### src/rtl/lander_pkg.sv
// Shared types, constants and BCD helpers for the lunar lander physics sequencer.
package lander_pkg;

    localparam int BCD_W = 16;

    localparam logic [BCD_W-1:0] ALT_INIT_DEF  = 16'h4500;
    localparam logic [BCD_W-1:0] VEL_INIT_DEF  = 16'h0000;
    localparam logic [BCD_W-1:0] FUEL_INIT_DEF = 16'h0800;
    localparam logic [BCD_W-1:0] GRAVITY_DEF   = 16'h0005;
    localparam logic [BCD_W-1:0] SAFE_VEL_DEF  = 16'h0030;

    typedef enum logic [2:0] {
        ST_IDLE   = 3'd0,
        ST_FUEL   = 3'd1,
        ST_ALT    = 3'd2,
        ST_VEL1   = 3'd3,
        ST_VEL2   = 3'd4,
        ST_COMMIT = 3'd5
    } seq_state_t;

    function automatic logic [3:0] bcd_clamp9(input logic [3:0] x);
        return (x > 4'd9) ? 4'd9 : x;
    endfunction

    // 10's complement of a 4-digit BCD value, used to build the safe-speed threshold.
    function automatic logic [BCD_W-1:0] bcd_tens_comp(input logic [BCD_W-1:0] x);
        logic [BCD_W-1:0] r;
        logic [3:0]       d;
        logic             c;
        r = '0;
        c = 1'b1;
        for (int i = 0; i < BCD_W / 4; i++) begin
            d = 4'd9 - x[i*4 +: 4] + {3'b000, c};
            if (d == 4'd10) begin
                d = 4'd0;
                c = 1'b1;
            end else begin
                c = 1'b0;
            end
            r[i*4 +: 4] = d;
        end
        return r;
    endfunction

endpackage

### src/rtl/bcdaddsub4.sv
// 4-digit BCD adder/subtractor: op=0 gives a+b+cin, op=1 gives a-b-cin, both mod 10000.
module bcdaddsub4 (
    input  logic [15:0] a,
    input  logic [15:0] b,
    input  logic        op,
    input  logic        cin,
    output logic [15:0] sum
);

    logic [3:0] bd;
    logic [4:0] s;
    logic       c;

    // Subtraction adds the 9's complement of b with an inverted carry-in.
    always_comb begin
        sum = '0;
        bd  = '0;
        s   = '0;
        c   = op ? ~cin : cin;
        for (int i = 0; i < 4; i++) begin
            bd = op ? (4'd9 - b[i*4 +: 4]) : b[i*4 +: 4];
            s  = {1'b0, a[i*4 +: 4]} + {1'b0, bd} + {4'b0000, c};
            if (s > 5'd9) begin
                s = s + 5'd6;
                c = 1'b1;
            end else begin
                c = 1'b0;
            end
            sum[i*4 +: 4] = s[3:0];
        end
    end

endmodule

### src/rtl/lander_update_seq.sv
// Per-tick lander physics sequencer: fuel, altitude and velocity updates through one
// shared BCD add/subtract unit, then commit with touchdown classification.
module lander_update_seq
    import lander_pkg::*;
#(
    parameter logic [BCD_W-1:0] ALT_INIT  = ALT_INIT_DEF,
    parameter logic [BCD_W-1:0] VEL_INIT  = VEL_INIT_DEF,
    parameter logic [BCD_W-1:0] FUEL_INIT = FUEL_INIT_DEF,
    parameter logic [BCD_W-1:0] GRAVITY   = GRAVITY_DEF,
    parameter logic [BCD_W-1:0] SAFE_VEL  = SAFE_VEL_DEF
) (
    input  logic        clk,
    input  logic        reset,
    input  logic        tick,
    input  logic [3:0]  thrust_in,
    output logic [15:0] alt,
    output logic [15:0] vel,
    output logic [15:0] fuel,
    output logic [3:0]  thrust,
    output logic        busy,
    output logic        done,
    output logic        land,
    output logic        crash
);

    // Downward speeds at or above this 10's-complement value are slow enough to land.
    localparam logic [BCD_W-1:0] VEL_SAFE_MIN = bcd_tens_comp(SAFE_VEL);

    seq_state_t       state_q, state_d;
    logic [BCD_W-1:0] alt_q, alt_d, vel_q, vel_d, fuel_q, fuel_d;
    logic [3:0]       thrust_q, thrust_d;
    logic             done_q, done_d, land_q, land_d, crash_q, crash_d;
    logic             td_q, td_d, ok_q, ok_d;

    logic [BCD_W-1:0] alt_w_q, alt_w_d, vel_w_q, vel_w_d, fuel_w_q, fuel_w_d;
    logic [3:0]       thr_q, thr_d;

    logic [BCD_W-1:0] add_a, add_b, add_sum;
    logic             add_op;
    logic [3:0]       thr_clamped, thr_min;

    bcdaddsub4 u_addsub (
        .a   (add_a),
        .b   (add_b),
        .op  (add_op),
        .cin (1'b0),
        .sum (add_sum)
    );

    always_comb begin
        thr_clamped = bcd_clamp9(thrust_in);
        thr_min     = ({12'h000, thr_clamped} > fuel_q) ? fuel_q[3:0] : thr_clamped;
    end

    always_comb begin
        state_d  = state_q;
        alt_d    = alt_q;
        vel_d    = vel_q;
        fuel_d   = fuel_q;
        thrust_d = thrust_q;
        done_d   = 1'b0;
        land_d   = land_q;
        crash_d  = crash_q;
        td_d     = td_q;
        ok_d     = ok_q;
        alt_w_d  = alt_w_q;
        vel_w_d  = vel_w_q;
        fuel_w_d = fuel_w_q;
        thr_d    = thr_q;
        add_a    = '0;
        add_b    = '0;
        add_op   = 1'b0;

        case (state_q)
            ST_IDLE: begin
                if (tick && !land_q && !crash_q) begin
                    thr_d    = thr_min;
                    alt_w_d  = alt_q;
                    vel_w_d  = vel_q;
                    fuel_w_d = fuel_q;
                    td_d     = 1'b0;
                    state_d  = ST_FUEL;
                end
            end
            ST_FUEL: begin
                add_a    = fuel_w_q;
                add_b    = {12'h000, thr_q};
                add_op   = 1'b1;
                fuel_w_d = add_sum;
                state_d  = ST_ALT;
            end
            ST_ALT: begin
                add_a   = alt_w_q;
                add_b   = vel_w_q;
                alt_w_d = add_sum;
                // A descending craft whose sum wrapped past zero has reached the ground.
                td_d    = ((vel_w_q[15:12] >= 4'd5) && (add_sum > alt_w_q)) || (add_sum == '0);
                ok_d    = (vel_w_q == '0) || (vel_w_q >= VEL_SAFE_MIN);
                state_d = td_d ? ST_COMMIT : ST_VEL1;
            end
            ST_VEL1: begin
                add_a   = vel_w_q;
                add_b   = {12'h000, thr_q};
                vel_w_d = add_sum;
                state_d = ST_VEL2;
            end
            ST_VEL2: begin
                add_a   = vel_w_q;
                add_b   = GRAVITY;
                add_op  = 1'b1;
                vel_w_d = add_sum;
                state_d = ST_COMMIT;
            end
            ST_COMMIT: begin
                if (td_q) begin
                    alt_d   = '0;
                    vel_d   = '0;
                    land_d  = land_q | ok_q;
                    crash_d = crash_q | ~ok_q;
                end else begin
                    alt_d = alt_w_q;
                    vel_d = vel_w_q;
                end
                fuel_d   = fuel_w_q;
                thrust_d = thr_q;
                done_d   = 1'b1;
                state_d  = ST_IDLE;
            end
            default: state_d = ST_IDLE;
        endcase
    end

    always_ff @(posedge clk or posedge reset) begin
        if (reset) begin
            state_q  <= ST_IDLE;
            alt_q    <= ALT_INIT;
            vel_q    <= VEL_INIT;
            fuel_q   <= FUEL_INIT;
            thrust_q <= 4'd0;
            done_q   <= 1'b0;
            land_q   <= 1'b0;
            crash_q  <= 1'b0;
            td_q     <= 1'b0;
            ok_q     <= 1'b0;
        end else begin
            state_q  <= state_d;
            alt_q    <= alt_d;
            vel_q    <= vel_d;
            fuel_q   <= fuel_d;
            thrust_q <= thrust_d;
            done_q   <= done_d;
            land_q   <= land_d;
            crash_q  <= crash_d;
            td_q     <= td_d;
            ok_q     <= ok_d;
        end
    end

    // Working registers are always reloaded on accept, so they need no reset.
    always_ff @(posedge clk) begin
        alt_w_q  <= alt_w_d;
        vel_w_q  <= vel_w_d;
        fuel_w_q <= fuel_w_d;
        thr_q    <= thr_d;
    end

    assign alt    = alt_q;
    assign vel    = vel_q;
    assign fuel   = fuel_q;
    assign thrust = thrust_q;
    assign busy   = (state_q != ST_IDLE);
    assign done   = done_q;
    assign land   = land_q;
    assign crash  = crash_q;

endmodule
### config.mk
export PLATFORM = sky130hd
export DESIGN_NAME = lander_update_seq
export DESIGN_NICKNAME = d
export VERILOG_FILES = /design/src/rtl/lander_pkg.sv /design/src/rtl/bcdaddsub4.sv /design/src/rtl/lander_update_seq.sv
export SDC_FILE = /design/constraint.sdc
export NUM_CORES = 1
export LEC_CHECK = 0
export CAP_MARGIN = 10
export CORE_MARGIN = 3
export CORE_UTILIZATION = 36
export CTS_CLUSTER_SIZE = 14
export DETAILED_ROUTE_END_ITERATION = 6
export PLACE_DENSITY = 0.63
export RECOVER_POWER = 50
export SLEW_MARGIN = 20
export SYNTH_ARGS = -nofsm -noshare
export SYNTH_HDL_FRONTEND = slang
export SYNTH_SLANG_ARGS = --single-unit
### constraint.sdc
create_clock -name clk -period 11.9 [get_ports clk]
set_clock_uncertainty 0.1 [all_clocks]
set_input_delay 2.38 -clock clk [delete_from_list [all_inputs] [get_ports clk]]
set_output_delay 2.38 -clock clk [all_outputs]
set_load 0.01 [all_outputs]
==> metrics.yaml <==
placed_design:
  place_congestion: 0.923
  dpl_cell_area_mm2: 0.00810
  place_hpwl_mm: 14.9
  dp.cells: 1117
  port_buffers: 62
grt:
  grt_pass1_wl_mm: 32.6
  overflow: 0
  antenna_found_initial: 0
  grtUsageTotal_pct: 19.0
  grt_max_degree: 88
  grt_pass1_vias: 5772
outcome:
  violations: "capacitance limit, slew limit"
  status: "complete, but fails checks"
sta:
  fmaxAchievable_mhz: 93.5
  rsz0062_at_grt: "no"
  finalHoldViolCount: 0
  fin_crit_ns: 10.70
  tightest_slew_ns: 3.45
  setup_viol: 0
  fin_crit_sh_pct: 89.9
  holdWs_ns: 0.370
  slew_headroom_pct: -130
  slew_violations: 149
  fin_tns_setup_ns: 0
synthesis:
  synth_cell_types: 58
  synth-edff-count: 52
  async_reset_ff_share_pct: 53.6
  netlist_area_mm2: 0.00725
  ys_seq_area_share_pct: 42.3
  syn_avg_cell_area_um2: 8.75
  ys_warn_count: 0
  synth_seq_cells: 112
  syn-instance-count: 829
  syn-num-nets: 884
  synth_ff_type: "dfrtp_1"
critical_path:
  cp-end-kind: "flip-flop"
  crit_fanout: 31
  max_stage_delay_ns: 0.77
  critical_path_class: "reg -> reg"
  reg2reg_depth: 43
  critPathMostFrequentCell: "inv_1"
  r2r_start: "state_q[0]$_DFFE_PP0P_"
  r2r_end: "state_q[1]$_DFFE_PP0P_"
  crit_start: "state_q[0]$_DFFE_PP0P_"
  cp.arrival_ns: 10.86
  slowest_stage: "clkbuf_1"
  crit_end: "state_q[1]$_DFFE_PP0P_"
  rrSetupSlack_ns: 1.20
  startpoint_type: "flip-flop"
  cp.required_ns: 12.06
clocking:
  cts_tree: "yes"
  cts_setup_buffers: 0
  ctsHoldBuffers: 0
  clock_path_buffers: 2
  cts_resized: 0
  htreeDepth: 3
  worstSkewPairLatency_ns: 0.37
  root_buffer: "clkbuf_16"
  numCtsBuffers: 9
  clock-sinks: 112
  clkSlewWorstSetupHoldPaths_ns: 0.08
floorplan:
  rows: 51
  die-area_mm2: 0.0219
  num_io_pins: 63
  start_util_pct: 36.9
  die_width_um: 148
  core_mm2: 0.0197
  die_h_um: 148
drt:
  viasPerCell: 5.41
  drt_iter0_drc: 494
  postRouteAntennaNets: 0
  drt_first_pass_iters: 6
  wl_mm: 20.5
  vias: 6125
  wl_per_cell_um: 18.1
  drc: 0
final_layout:
  fin_nets: 918
  finalNonFillerCells: 1133
  layout_commonest_cell: "nand2_1"
  syn2layout_area_growth_pct: 15.6
  num_antenna_cells: 0
  layout_common_cells: "nand2_1 (152), o21ai_0 (86), inv_1 (73)"
  fin_area_mm2: 0.00838
  final.fill_count: 1993
  drive_gt1_share_pct: 5.41
flow_run:
  maxCapViolCount: 2
min_path:
  hp-class: "reg -> reg"
[cell usage after synthesis, types with 3 or more instances]
| cell | instances | area (um^2) |
|---|---|---|
| edfxtp_1 | 52 | 1560 |
| xnor2_1 | 7 | 61.3 |
| o21a_1 | 9 | 67.6 |
| buf_4 | 3 | 22.5 |
| nor4bb_1 | 3 | 30.0 |
| o21ai_0 | 86 | 430 |
| and4_1 | 3 | 26.3 |
| inv_1 | 74 | 278 |
| nand3b_1 | 4 | 30.0 |
| a21boi_0 | 4 | 30.0 |
| o31ai_1 | 16 | 120 |
| nand2b_1 | 26 | 163 |
| o22ai_1 | 3 | 18.8 |
| a22o_1 | 3 | 26.3 |
| nor4_1 | 10 | 62.6 |
| a21o_1 | 14 | 105 |
| nand4_1 | 4 | 25.0 |
| fa_1 | 7 | 140 |
| xor2_1 | 4 | 35.0 |
| buf_2 | 4 | 20.0 |
| mux2_2 | 13 | 146 |
| nand2_1 | 152 | 571 |
| o32ai_1 | 6 | 52.6 |
| nand3_1 | 5 | 25.0 |
| buf_1 | 3 | 11.3 |
| a31oi_1 | 11 | 68.8 |
| clkbuf_1 | 40 | 150 |
| nor3_1 | 8 | 40.0 |
| a21oi_1 | 39 | 195 |
| nor2b_1 | 8 | 50.1 |
| ha_1 | 41 | 513 |
| a22oi_1 | 14 | 105 |
| mux2i_1 | 6 | 60.1 |
| nor2_1 | 46 | 173 |
| a211oi_1 | 6 | 45.0 |
| dfrtp_1 | 56 | 1400 |
| a211o_1 | 3 | 26.3 |
| o21ai_1 | 9 | 45.0 |
| dfstp_2 | 4 | 105 |
[state kept, by name, summed over array words and instances (netlist names)]
| name | count |
|---|---|
| fuel_w_q | 16 |
| done | 1 |
| vel_w_q | 16 |
| alt_w_q | 16 |
| ok_q | 1 |
| thrust | 4 |
| vel | 16 |
| alt | 16 |
| fuel | 16 |
| td_q | 1 |
| thr_q | 4 |
| state_q | 3 |
| land | 1 |
| crash | 1 |
[critical path: cells and delay by family (launching register included)]
family | cells | cell delay (ns)
and+or+nand+nor | 5 | 0.76
adders and majority gates | 10 | 3.53
muxes | 1 | 0.20
DFF | 1 | 0.57
xor gates and xnor gates | 3 | 0.83
buffers and inverters | 11 | 1.72
AOI/OAI and AO/OA | 13 | 2.83
[routing by layer]
metal	track usage (%)	up-vias	wire [um]	share of wire, %
met5	0	-	0	0
met2	31.9	171	9940	49
li1	-	2963	-	-
met3	2.05	39	838	4.1
met4	9.10	0	798	3.9
met1	24.6	2952	8910	44
[cell families after synthesis]
family	Yosys count	synth area share (%)
buffers and inverters	125	6.80
muxes	20	3.05
adders and majority gates	48	9.01
and+or+nand+nor	278	17.4
AOI/OAI and AO/OA	235	20.1
DFF	112	42.3
xor gates and xnor gates	11	1.33
[per-stage QoR]
step	setup slack, ns	util [%]
global placement	2.09	41.2
global route	0.464	42.6
CTS	1.71	42.8
floorplan	2.72	-
detailed placement	1.76	41.2
finish	1.20	42.6
[worst min-delay path by stage]
stage                                      start                    end  cells past startpoint
final                      thrust[1]$_DFFE_PP0P_  thrust[1]$_DFFE_PP0P_                      2
after CTS                  thrust[1]$_DFFE_PP0P_  thrust[1]$_DFFE_PP0P_                      2
after global routing         alt[10]$_DFFE_PP1P_    alt[10]$_DFFE_PP1P_                      2
after floorplan           fuel_w_q[12]$_DFFE_PP_   fuel[12]$_DFFE_PP0P_                      2
after global placement     thrust[1]$_DFFE_PP0P_  thrust[1]$_DFFE_PP0P_                      2
after detailed placement   thrust[1]$_DFFE_PP0P_  thrust[1]$_DFFE_PP0P_                      2
[cell type report]
| class | count | area [um^2] | area share, % |
|---|---|---|---|
| Clock buffer | 9 | 225 | 2.69 |
| Clock inverter | 7 | 88.8 | 1.06 |
| Inverter | 74 | 278 | 3.31 |
| Multi-Input combinational cell | 592 | 3690 | 44.0 |
| Sequential cell | 112 | 3070 | 36.6 |
| Tap cell | 265 | 332 | 3.96 |
| Timing Repair Buffer | 74 | 699 | 8.34 |
Power is left out: the tool's default activity adds up to more than one toggle a clock period on the data nets, which glitch-free logic cannot reach.
